**src/rtl/bus_pkg.sv**
```systemverilog
// Shared types and constants for the two-master system bus arbiter.
package bus_pkg;

  typedef enum logic [1:0] {
    IDLE       = 2'd0,
    WAIT_SLAVE = 2'd1,
    GRANT      = 2'd2,
    RELEASE    = 2'd3
  } state_t;

  typedef logic master_t;
  localparam master_t M1 = 1'b0;
  localparam master_t M2 = 1'b1;

  localparam int unsigned SEL_W              = 2;
  localparam logic [SEL_W-1:0] SEL_NONE      = 2'b11;
  localparam int unsigned SLAVE_ADDR_MSB     = 13;
  localparam int unsigned SLAVE_ADDR_LSB     = 12;
  localparam int unsigned DEFAULT_TIMEOUT    = 255;
  localparam int unsigned DEFAULT_NUM_SLAVES = 3;

  // Arbitration result latched for the duration of one transaction.
  typedef struct packed {
    master_t          id;
    logic [SEL_W-1:0] sel;
  } arb_win_t;

  function automatic logic [SEL_W-1:0] addr_to_sel(input logic [31:0] addr);
    return addr[SLAVE_ADDR_MSB:SLAVE_ADDR_LSB];
  endfunction

endpackage

```
**src/rtl/bus_arbiter_if.sv**
```systemverilog
// Master-request / slave-select signal bundle around the bus arbiter.
interface bus_arbiter_if
  import bus_pkg::*;
#(
  parameter int unsigned NUM_SLAVES = DEFAULT_NUM_SLAVES
) ();

  logic                  m1_req;
  logic                  m2_req;
  logic [SEL_W-1:0]      m1_slave_sel;
  logic [SEL_W-1:0]      m2_slave_sel;
  logic [NUM_SLAVES-1:0] slave_ready;
  logic                  trans_done;
  logic                  m1_grant;
  logic                  m2_grant;
  logic [SEL_W-1:0]      slave_sel;
  logic [NUM_SLAVES-1:0] slave_en;
  logic                  bus_busy;
  logic                  err;

  // Arbiter side.
  modport slave (
    input  m1_req, m2_req, m1_slave_sel, m2_slave_sel, slave_ready, trans_done,
    output m1_grant, m2_grant, slave_sel, slave_en, bus_busy, err
  );

  // Master / system side.
  modport master (
    output m1_req, m2_req, m1_slave_sel, m2_slave_sel, slave_ready, trans_done,
    input  m1_grant, m2_grant, slave_sel, slave_en, bus_busy, err
  );

endinterface

```
**src/rtl/arb_timeout_counter.sv**
```systemverilog
// Saturating cycle counter that flags when TIMEOUT cycles have elapsed.
module arb_timeout_counter
  import bus_pkg::*;
#(
  parameter int unsigned TIMEOUT = DEFAULT_TIMEOUT
) (
  input  logic clk,
  input  logic reset,
  input  logic clear,
  input  logic enable,
  output logic expired
);

  localparam int unsigned CNT_W = $clog2(TIMEOUT + 1);

  logic [CNT_W-1:0] count;

  always_ff @(posedge clk) begin
    if (reset || clear) begin
      count <= '0;
    end else if (enable && !expired) begin
      count <= count + CNT_W'(1);
    end
  end

  assign expired = (count == CNT_W'(TIMEOUT));

endmodule

```
**src/rtl/bus_arbiter.sv**
```systemverilog
// Two-master bus arbiter: round-robin on ties, waits for slave ready, holds
// the grant until trans_done, request drop or timeout.
module bus_arbiter
  import bus_pkg::*;
#(
  parameter int unsigned NUM_SLAVES = DEFAULT_NUM_SLAVES,
  parameter int unsigned TIMEOUT    = DEFAULT_TIMEOUT
) (
  input logic         clk,
  input logic         reset,
  bus_arbiter_if.slave bus
);

  state_t   state, next_state;
  arb_win_t win, win_next;
  master_t  last_winner;
  logic     expired, winner_req, sel_invalid, ready_sel, abort_err;

  logic                  m1_grant_d, m2_grant_d, bus_busy_d, err_d;
  logic [SEL_W-1:0]      slave_sel_d;
  logic [NUM_SLAVES-1:0] slave_en_d;

  arb_timeout_counter #(.TIMEOUT(TIMEOUT)) u_timeout (
    .clk     (clk),
    .reset   (reset),
    .clear   (next_state != state),
    .enable  ((state == WAIT_SLAVE) || (state == GRANT)),
    .expired (expired)
  );

  assign winner_req  = (win.id == M1) ? bus.m1_req : bus.m2_req;
  assign sel_invalid = (win.sel == SEL_NONE) || (32'(win.sel) >= NUM_SLAVES);

  always_comb begin
    ready_sel = 1'b0;
    for (int i = 0; i < NUM_SLAVES; i++) begin
      if (win.sel == SEL_W'(i)) ready_sel = bus.slave_ready[i];
    end
  end

  always_ff @(posedge clk) begin
    if (reset) state <= IDLE;
    else       state <= next_state;
  end

  always_comb begin
    next_state = state;
    abort_err  = 1'b0;
    win_next   = win;
    case (state)
      IDLE: begin
        if (bus.m1_req || bus.m2_req) begin
          next_state = WAIT_SLAVE;
          if (bus.m1_req && bus.m2_req) win_next.id = (last_winner == M1) ? M2 : M1;
          else                          win_next.id = bus.m1_req ? M1 : M2;
          win_next.sel = (win_next.id == M1) ? bus.m1_slave_sel : bus.m2_slave_sel;
        end
      end
      WAIT_SLAVE: begin
        if (sel_invalid) begin
          next_state = RELEASE;
          abort_err  = 1'b1;
        end else if (!winner_req) begin
          next_state = RELEASE;
        end else if (ready_sel) begin
          next_state = GRANT;
        end else if (expired) begin
          next_state = RELEASE;
          abort_err  = 1'b1;
        end
      end
      GRANT: begin
        // Completion takes precedence over a coincident timeout.
        if (bus.trans_done || !winner_req) begin
          next_state = RELEASE;
        end else if (expired) begin
          next_state = RELEASE;
          abort_err  = 1'b1;
        end
      end
      RELEASE: next_state = IDLE;
      default: next_state = IDLE;
    endcase
  end

  // Output registers load from the next state so grant appears on GRANT entry.
  always_comb begin
    m1_grant_d  = 1'b0;
    m2_grant_d  = 1'b0;
    slave_sel_d = SEL_NONE;
    slave_en_d  = '0;
    bus_busy_d  = (next_state != IDLE);
    err_d       = abort_err;
    if (next_state == GRANT) begin
      m1_grant_d  = (win_next.id == M1);
      m2_grant_d  = (win_next.id == M2);
      slave_sel_d = win_next.sel;
      for (int i = 0; i < NUM_SLAVES; i++) begin
        slave_en_d[i] = (win_next.sel == SEL_W'(i));
      end
    end
  end

  always_ff @(posedge clk) begin
    if (reset) begin
      win         <= '{id: M1, sel: SEL_NONE};
      last_winner <= M2;
    end else begin
      win <= win_next;
      if (state == RELEASE) last_winner <= win.id;
    end
  end

  always_ff @(posedge clk) begin
    if (reset) begin
      bus.m1_grant  <= 1'b0;
      bus.m2_grant  <= 1'b0;
      bus.slave_sel <= SEL_NONE;
      bus.slave_en  <= '0;
      bus.bus_busy  <= 1'b0;
      bus.err       <= 1'b0;
    end else begin
      bus.m1_grant  <= m1_grant_d;
      bus.m2_grant  <= m2_grant_d;
      bus.slave_sel <= slave_sel_d;
      bus.slave_en  <= slave_en_d;
      bus.bus_busy  <= bus_busy_d;
      bus.err       <= err_d;
    end
  end

endmodule

```
**src/flat_wrapper.sv**
```systemverilog
// flat-port wrapper written by rule: the top's interface ports become plain ports
module bus_arbiter_flat import bus_pkg::*;
#(
  parameter int unsigned NUM_SLAVES = DEFAULT_NUM_SLAVES,
  parameter int unsigned TIMEOUT    = DEFAULT_TIMEOUT
)
  (clk, reset, bus_m1_req, bus_m2_req, bus_m1_slave_sel, bus_m2_slave_sel, bus_slave_ready, bus_trans_done, bus_m1_grant, bus_m2_grant, bus_slave_sel, bus_slave_en, bus_bus_busy, bus_err);
  bus_arbiter_if #(.NUM_SLAVES(NUM_SLAVES)) bus_i ();
  input logic clk;
  input logic reset;
  input wire logic [$bits(bus_i.m1_req)-1:0] bus_m1_req;
  input wire logic [$bits(bus_i.m2_req)-1:0] bus_m2_req;
  input wire logic [$bits(bus_i.m1_slave_sel)-1:0] bus_m1_slave_sel;
  input wire logic [$bits(bus_i.m2_slave_sel)-1:0] bus_m2_slave_sel;
  input wire logic [$bits(bus_i.slave_ready)-1:0] bus_slave_ready;
  input wire logic [$bits(bus_i.trans_done)-1:0] bus_trans_done;
  output wire logic [$bits(bus_i.m1_grant)-1:0] bus_m1_grant;
  output wire logic [$bits(bus_i.m2_grant)-1:0] bus_m2_grant;
  output wire logic [$bits(bus_i.slave_sel)-1:0] bus_slave_sel;
  output wire logic [$bits(bus_i.slave_en)-1:0] bus_slave_en;
  output wire logic [$bits(bus_i.bus_busy)-1:0] bus_bus_busy;
  output wire logic [$bits(bus_i.err)-1:0] bus_err;
  assign bus_i.m1_req = bus_m1_req;
  assign bus_i.m2_req = bus_m2_req;
  assign bus_i.m1_slave_sel = bus_m1_slave_sel;
  assign bus_i.m2_slave_sel = bus_m2_slave_sel;
  assign bus_i.slave_ready = bus_slave_ready;
  assign bus_i.trans_done = bus_trans_done;
  assign bus_m1_grant = bus_i.m1_grant;
  assign bus_m2_grant = bus_i.m2_grant;
  assign bus_slave_sel = bus_i.slave_sel;
  assign bus_slave_en = bus_i.slave_en;
  assign bus_bus_busy = bus_i.bus_busy;
  assign bus_err = bus_i.err;
  bus_arbiter #(.NUM_SLAVES(NUM_SLAVES), .TIMEOUT(TIMEOUT)) u_core (.clk(clk), .reset(reset), .bus(bus_i));
endmodule
```
**config.mk**
```make
export PLATFORM = sky130hd
export DESIGN_NAME = bus_arbiter_flat
export DESIGN_NICKNAME = d
export VERILOG_FILES = /design/src/rtl/bus_pkg.sv /design/src/rtl/bus_arbiter_if.sv /design/src/rtl/arb_timeout_counter.sv /design/src/rtl/bus_arbiter.sv /design/src/flat_wrapper.sv
export SDC_FILE = /design/constraint.sdc
export NUM_CORES = 1
export LEC_CHECK = 0
export CAP_MARGIN = 20
export CORE_ASPECT_RATIO = 1.25
export CORE_MARGIN = 2
export CORE_UTILIZATION = 46
export DETAILED_ROUTE_END_ITERATION = 12
export GPL_TIMING_DRIVEN = 0
export HOLD_SLACK_MARGIN = 0.06
export PLACE_DENSITY = 0.73
export SLEW_MARGIN = 20
export SYNTH_ARGS = -nofsm -noshare
export SYNTH_HDL_FRONTEND = slang
export SYNTH_SLANG_ARGS = --single-unit
```
**constraint.sdc**
```tcl
create_clock -name clk -period 2 [get_ports clk]
set_clock_uncertainty 0.15 [all_clocks]
set_input_delay 0.4 -clock clk [delete_from_list [all_inputs] [get_ports clk]]
set_output_delay 0.4 -clock clk [all_outputs]
set_load 0.02 [all_outputs]
```
# --- Yosys cells after proc, flatten, opt, wreduce, memory -nomap -nowiden ---
# Cells that the tools add are included.
word_totals:
  reg_bits: 23
  inputBits: 12
  out_inout_bits: 9
op_classes:
  add_sub_neg: 1
  n_lt_le_gt_ge: 1
  n_eq_ne: 11
  n_mux: 25
  n_bitwise: 2
  reduce_logical: 14
ops:
  columns: ["cell", "count"]
  rows:
  - ["two-way mux 1 bit", 14]
  - ["two-way mux 2 bit", 7]
  - ["== test 2 bit (second input constant)", 6]
  - ["adder 8 x 1 -> 8 bit (second input constant)", 1]
  - ["== test 8 bit (second input constant)", 1]
  - ["one-hot mux 2 bit (4 select lines)", 1]
  - ["== test 2 x 1 -> 1 bit (second input constant)", 3]
  - ["logical NOT 2 bit", 3]
  - ["two-way mux 3 bit", 2]
  - ["logical OR 1 bit", 5]
  - [">= comparator 2 bit (second input constant)", 1]
  - ["logical AND 1 bit", 2]
  - ["logical NOT 1 bit", 2]
  - ["!= test 2 bit", 1]
  - ["inverter 1 bit", 2]
  - ["one-hot mux 1 bit (2 select lines)", 1]
  - ["nonzero test 2 bit", 1]
  - ["OR reduction 2 bit", 1]

# --- Longest topological paths before layout ---
# Gate-level depths: netlist (run 1).
depth:
  depth_word: 11
  ltp_mapped: 8
  depth_no_buf: 7

# --- By module ---
# Synthesis (run 1) repeated with hierarchy kept, for this count alone.
unflattened:
  cells_unflattened: 135
  hier_area_um2: 1232.4
modules_own_cells:
  columns: ["mod", "n_inst", "cells_per_inst", "area_per_inst_um2"]
  rows:
  - ["bus_arbiter", 1, 86, 807.0]
  - ["arb_timeout_counter", 1, 49, 425.4]

# --- Least setup slack after synthesis (run 1) ---
# Ideal clock, no wire load.
synth_timing:
  path_type: "reg-to-reg"
  start: "register u_core.state[0]"
  end: "register u_core.u_timeout.count[2]"
  setup_time_ns: 0.088
  arrival_time_ns: 1.976
  path_slack_ns: -0.213
  path_stages_with_launch: 9
  path_buffers: 1
  period_less_slack_ns: 2.213
  path_cell_list: "dfxtp_1 -> inv_1 -> ha_1 -> buf_2 -> nor2_1 -> o221ai_2 -> a2111oi_1 -> a211oi_2 -> nor4_2"
synth_between:
  elab_chain_cells: 7
synth_rtl:
  columns: ["element", "line_no", "source"]
  rows:
  - ["start: declaration", "bus_arbiter.sv:14", "state_t state, next_state;"]
  - ["start signal: assignment", "bus_arbiter.sv:43", "else state <= next_state;"]
  - ["two-way mux 2 bit", "bus_arbiter.sv:67, bus_arbiter.sv:76", null]
  - ["two-way mux 2 bit", "bus_arbiter.sv:65", "end else if (ready_sel) begin"]
  - ["two-way mux 2 bit", "bus_arbiter.sv:63", "end else if (!winner_req) begin"]
  - ["two-way mux 2 bit", "bus_arbiter.sv:60", "if (sel_invalid) begin"]
  - ["one-hot mux 2 bit (4 select lines)", "bus_arbiter.sv:50", "case (state)"]
  - ["!= test 2 bit", "bus_arbiter.sv:26", ".clear (next_state != state),"]
  - ["logical OR 1 bit", "arb_timeout_counter.sv:19", "if (reset || clear) begin"]
  - ["end signal: assignment", "arb_timeout_counter.sv:22", "count <= count + CNT_W'(1);"]
  - ["end: declaration", "arb_timeout_counter.sv:16", "logic [CNT_W-1:0] count;"]
# Parallel ways exist; a longest one is shown, timed or not.
# A chain may end at the register's enable or synchronous reset.

# --- Worst setup path in the final report (run 1) ---
layout_timing:
  start: "register u_core.state[1]"
  end: "register u_core.bus.slave_sel[1]"
layout_between:
  elab_chain_cells: 8
layout_rtl:
  columns: ["element", "line_no", "source"]
  rows:
  - ["two-way mux 2 bit", "bus_arbiter.sv:67, bus_arbiter.sv:76", null]
  - ["two-way mux 2 bit", "bus_arbiter.sv:65", null]
  - ["two-way mux 2 bit", "bus_arbiter.sv:63", null]
  - ["two-way mux 2 bit", "bus_arbiter.sv:60", null]
  - ["one-hot mux 2 bit (4 select lines)", "bus_arbiter.sv:50", null]
  - ["== test 2 bit", "bus_arbiter.sv:94", "if (next_state == GRANT) begin"]
  - ["inverter 1 bit (no source line)", null, null]
  - ["OR reduction 2 bit (no source line)", null, null]
  - ["end signal: assignment", "bus_arbiter.sv:125", "bus.slave_sel <= slave_sel_d;"]
  - ["end: declaration", "bus_arbiter_if.sv:24", "output m1_grant, m2_grant, slave_sel, slave_en, bus_busy, err"]
# Parallel ways exist; a longest one is shown, timed or not.

==> summary.txt, run 1 <==
Largest buffer count on any clock path -> 2
Mapped cell area -> 0.00120 mm2
Avg Synthesized Cell Area -> 9.37 um2
CTS Buf Count -> 3
Clk slew on worst S/H paths -> 0.13 ns
Routability cong. -> 0.827
Top cells by count, synth -> dfxtp_1, nor2_1, nor3_1, nand2_1
Die height -> 61.1 um
Pre-antenna DRT Iters -> 4
Fin crit share -> 103%
Pin count of the biggest net entering global routing -> 15
Post-route cell area -> 0.00179 mm2
Number of I/O port buffers -> 20
CTS tree -> built
Total Wirelength -> 3020 um
Fillers -> 189
HP Start -> u_core.last_winner
Placed cell count -> 181
Per-cell routed wire length -> 15.4 um
Vias in the first global route -> 1075
DRC Markers -> 0
Post-Layout Cell Count -> 196
Die Area -> 0.00304 mm2
Critical Path RT -> 2.06 ns
Via density -> 5.72
Synth top area cells -> dfxtp_1, ha_1, mux2i_1, nor3_1, nor2_1
Die X -> 49.7 um
Violated checks -> negative setup slack
Htree depth -> 1
DP Worst Slack -> -0.711 ns
Critical Path Source Type -> flip-flop
Worst r2r src -> u_core.state[1]
Crit path max fanout -> 7
Layout cells sized above 1 -> 30.7%
Worst Setup SP -> u_core.state[1]
Leakage power -> 0.000649 uW
Run status -> finished, violations left
Max-cap viol count -> 0
Grt total ovfl -> 0
Critical Path AT -> 2.13 ns
Seq cells post-synth -> 23
Initial DRC count -> 15
Register area share after synthesis -> 38.4%
Predominant post-synthesis flop cell -> dfxtp_1
Setup crit end kind -> flip-flop
Initial antenna violation count -> 0
Setup tns final -> -0.300 ns
First-pass GRT wire length -> 4930 um
Leading area contributor after synthesis -> dfxtp_1
Syn Nets -> 146
Io pins -> 21
Final setup fails -> 10
Synth top area share -> 38.4%
Core Area -> 0.00245 mm2
Crit Path Class -> flip-flop to flip-flop
Placed cell area -> 0.00153 mm2
Post-Synthesis Cells -> 128
RSZ-0062 raised after global routing -> true
PnR worst setup slack -> -0.0660 ns
Pwr per Cell Area -> 871 mW/mm2
Slew Limit Headroom -> 59.0%
Distinct cells, synth -> 42
ANT cells -> 0
Peak VDD IR -> 0.561 mV
TritonCTS Sinks -> 23
Post-route antenna net violation count -> 0
Ys async rst share -> 0%
Row count -> 20
Number of flops mapped to enable cells by yosys -> 0
# hold bufs at CTS -> 0
Measured slew at the worst slew-check pin -> 0.608 ns
Clock latency on the worst-skew pair -> 0.31 ns
Via count -> 1122
Most common cell in the netlist -> dfxtp_1
Synthesis warning total -> 0
Max Transition Viols Final -> 0
CTS root buf -> clkbuf_4
Fmax -> 0.484 GHz
Total GRT Usage -> 21.8%
Worst Hold Class -> flip-flop to flip-flop
Minimum clock period -> 2.07 ns
Final hold violation count -> 0
Area Growth Syn to Fin -> 49.2%
Dpl hpwl -> 2020 um
Hold_ws -> 0.365 ns
Nets@finish -> 182
Starting Density -> 48.9%
==> report_power, final <==
| part | switching [uW] | total (uW) | internal, uW |
|---|---|---|---|
| combinational | 410 | 792 | 382 |
| clock | 144 | 222 | 77.6 |
| sequential | 42.5 | 546 | 503 |
==> worst max-delay path, cell delays in order (launching register included) <==
cell and delay, ns:
dfxtp_4 0.39, inv_6 0.09, ha_4 0.18, or3b_4 0.41
o22ai_4 0.17, o311a_4 0.25, o21ai_4 0.09, or2_1 0.24
==> layout make-up <==
| cell class | instances | area [um2] | share of cell area (%) |
|---|---|---|---|
| Timing Repair Buffer | 32 | 320 | 17.9 |
| Clock buffer | 3 | 22.5 | 1.26 |
| Multi-Input combinational cell | 98 | 893 | 49.9 |
| Sequential cell | 23 | 472 | 26.3 |
| Clock inverter | 1 | 6.26 | 0.349 |
| Inverter | 6 | 35.0 | 1.96 |
| Tap cell | 33 | 41.3 | 2.31 |
==> state kept, by name, indices dropped and copies added, names as in the netlist, 2 cells and up <==
| name | flops |
|---|---|
| u_core.bus.slave_en | 3 |
| u_core.bus.slave_sel | 2 |
| u_core.state | 2 |
| u_core.u_timeout.count | 8 |
| u_core.win | 3 |
==> metrics by stage <==
stage / util (%) / total power (uW)
after floorplan: - / 993
after global placement: 62.4 / 1110
after detailed placement: 62.4 / 1130
after CTS: 70.4 / 1490
after global routing: 73.0 / 1640
final: 73.0 / 1560
==> final timing paths <==
kind	end	slack, ns	depth (start not counted)
worst max-delay path	u_core.bus.slave_sel[1]	-0.07	7
worst min-delay path	u_core.last_winner	0.37	2
worst max register to register	u_core.bus.slave_sel[1]	-0.07	7
worst min register to register	u_core.last_winner	0.37	2
==> kinds of logic after synthesis <==
| family | Yosys count | share of synthesized area, % |
|---|---|---|
| buffers and inverters | 7 | 2.29 |
| DFF | 23 | 38.4 |
| muxes | 6 | 5.42 |
| adders and majority gates | 6 | 6.26 |
| AOI/OAI and AO/OA | 26 | 19.6 |
| xor gates and xnor gates | 6 | 4.38 |
| and+or+nand+nor | 54 | 23.7 |
==> routing by layer <==
| metal | GRT usage [%] | routed length, um |
|---|---|---|
| met5 | 0 | 0 |
| met1 | 23.1 | 1120 |
| met2 | 42.3 | 1650 |
| met4 | 11.9 | 74 |
| met3 | 2.67 | 177 |
==> layout by cell type, fill, tap and decap left out, types with 4 or more instances in the layout <==
master,instances
buf_4,8
clkdlybuf4s50_1,18
dfxtp_1,20
inv_1,4
mux2i_1,4
nand2_1,8
nand2b_1,4
nor2_1,11
nor3_1,8
o21ai_0,5
xnor2_1,4
==> timing repair <==
item / in CTS / in global routing
setup endpoints to repair: 15 / 15
setup buffers: 12 / 1
gates resized for setup: 19 / 13
pin swaps: 13 / 1
hold endpoints to repair: 0 / 0
Note: power is estimated with default switching activity, not from simulation.
==> run 2: changes to the inputs <==
- REMOVE_ABC_BUFFERS: default -> 1
==> run 2 against run 1 <==
Net effect: the flow still finishes with violations (negative setup slack); setup slack worse by 0.11 ns; sequential share of layout area is 0.42 points higher; routed wire length is 4.7% higher; maximum frequency is 5.0% lower; combinational power is 3.7% lower; hold slack worse by 0.0082 ns; via count is 4.5% lower; critical endpoint unchanged; largest cell class unchanged.
==> summary.txt, run 2 (synthesis results as in run 1) <==
Core Area -> 0.00245 mm2
Setup tns final -> -1.40 ns
Critical Path AT -> 2.24 ns
Final setup fails -> 17
CTS tree -> built
Max-cap viol count -> 0
Crit Path Class -> flip-flop to flip-flop
Final Util -> 71.5%
Max Transition Viols Final -> 0
Routability cong. -> 0.776
PnR worst setup slack -> -0.174 ns
Sequential share of power -> 35.6%
Via count -> 1071
Biggest regs -> u_core.u_timeout.count (8), u_core.bus.slave_en (3), u_core.win (3)
Slew Limit Headroom -> 62.7%
Htree depth -> 1
Die Area -> 0.00304 mm2
Vias in the first global route -> 1071
Critical Path RT -> 2.06 ns
Starting Density -> 48.9%
Worst Hold Class -> flip-flop to flip-flop
Post-route antenna net violation count -> 0
Sw frac -> 39.1%
Post-route cell area -> 0.00175 mm2
Area Growth Syn to Fin -> 46.1%
Layout cells sized above 1 -> 28.6%
Pint -> 934 uW
Worst path max stage delay -> 0.40 ns
Hold_ws -> 0.357 ns
Io pins -> 21
Most common cell after layout, fill and taps aside -> dfxtp_1
Clock latency on the worst-skew pair -> 0.31 ns
Most flops, register -> u_core.u_timeout.count
RSZ-0062 raised after global routing -> true
Pre-antenna DRT Iters -> 4
Critical Path Source Type -> flip-flop
First-pass GRT wire length -> 4800 um
Fmax -> 0.460 GHz
Dpl hpwl -> 1960 um
Initial DRC count -> 14
Minimum clock period -> 2.17 ns
Clk pwr share -> 14.7%
Clk slew on worst S/H paths -> 0.13 ns
Grt total ovfl -> 0
Pin count of the biggest net entering global routing -> 15
Hold path depth -> 2
TritonCTS Sinks -> 23
R2R depth -> 7
Initial antenna violation count -> 0
Die height -> 61.1 um
Crit-path cells -> clkinvlp_4 -> ha_4 -> or3b_1 -> o22ai_2 -> o311a_1 -> o21ai_4 -> or2_1
Setup crit end kind -> flip-flop
Violated checks -> negative setup slack
Nets@finish -> 180
# hold bufs at CTS -> 0
Number of I/O port buffers -> 20
Total Wirelength -> 3170 um
Run status -> finished, violations left
DRC Markers -> 0
Pwr per Cell Area -> 875 mW/mm2
Crit path max fanout -> 7
Peak VDD IR -> 0.585 mV
Net Switching -> 601 uW
Via density -> 5.52
Fin crit share -> 109%
ANT cells -> 0
Commonest cells after routing, fill and taps aside -> dfxtp_1, clkdlybuf4s50_1, nor2_1, nand2_1, buf_4
Placed cell area -> 0.00144 mm2
Leakage power -> 0.000623 uW
Slowest CP cell -> or3b_1
Total GRT Usage -> 21.1%
Final hold violation count -> 0
CTS Buf Count -> 3
Measured slew at the worst slew-check pin -> 0.554 ns
CTS root buf -> clkbuf_4
Max FFs per register -> 8
Row count -> 20
Per-cell routed wire length -> 16.3 um
Die X -> 49.7 um
Largest buffer count on any clock path -> 2
Combinational power share -> 49.7%
## run 2: cell types whose count changed in the layout (fill, tap and decap cells not counted), sizes merged
| cell | before | now |
|---|---|---|
| clkinvlp | 0 | 2 |
| inv | 7 | 5 |
| buf | 12 | 10 |
## run 2: layout make-up
class                           count  area, um2
Multi-Input combinational cell     98        882
Fill cell                         190        699
Sequential cell                    23        469
Timing Repair Buffer               30        302
Tap cell                           33       41.3
Inverter                            6       28.8
Clock buffer                        3       22.5
Clock inverter                      1       7.51
## run 2: worst max-delay path: cells and delay by family, from the launching register on
kind                     cells  cell delay [ns]
AND/OR/NAND/NOR              2             0.63
AO/OA/AOI/OAI                3             0.59
flip-flops                   1             0.39
adder cells (fa/ha/maj)      1             0.18
buffers and inverters        1             0.12
## run 2: timing repair
action | in CTS | in global routing
pin swaps | 10 | 3
gates resized for setup | 26 | 17
buffers inserted | 8 | 2
setup endpoints to repair | 18 | 20
gates cloned | 0 | 0
## run 2: worst paths after layout
kind	from	endpoint	slack [ns]
max	u_core.state[0]	u_core.bus.slave_sel[1]	-0.17
min	u_core.last_winner	u_core.last_winner	0.36
max reg2reg	u_core.state[0]	u_core.bus.slave_sel[1]	-0.17
min reg2reg	u_core.last_winner	u_core.last_winner	0.36
## run 2: through the flow
step / cells / worst slack [ns] / total power [uW]
detailed placement: 180 / -0.612 / 1030
CTS: 192 / -0.0932 / 1430
global placement: 180 / -0.571 / 1010
floorplan: 127 / -0.185 / 894
finish: 194 / -0.174 / 1530
global route: 194 / -0.215 / 1610
## run 2: layer usage
| metal | GRT usage [%] | vias to the layer above | part of all wire, % |
|---|---|---|---|
| li1 | - | 526 | - |
| met1 | 22.0 | 513 | 39 |
| met2 | 42.1 | 24 | 56 |
| met3 | 3.64 | 8 | 2.8 |
| met4 | 8.73 | 0 | 2.6 |
| met5 | 0 | - | 0 |
## run 2: power groups by stage
stage / clock (uW) / sequential [uW] / combinational (uW)
floorplan: 0 / 554 / 340
global placement: 0 / 544 / 467
detailed placement: 0 / 546 / 480
CTS: 235 / 542 / 655
global route: 246 / 552 / 813
finish: 226 / 546 / 763
==> run 3: changes to the inputs <==
- REMOVE_ABC_BUFFERS: 1 -> default
==> results of run 3 <==
The final DEF is identical to that of run 1; final timing and power are the same.
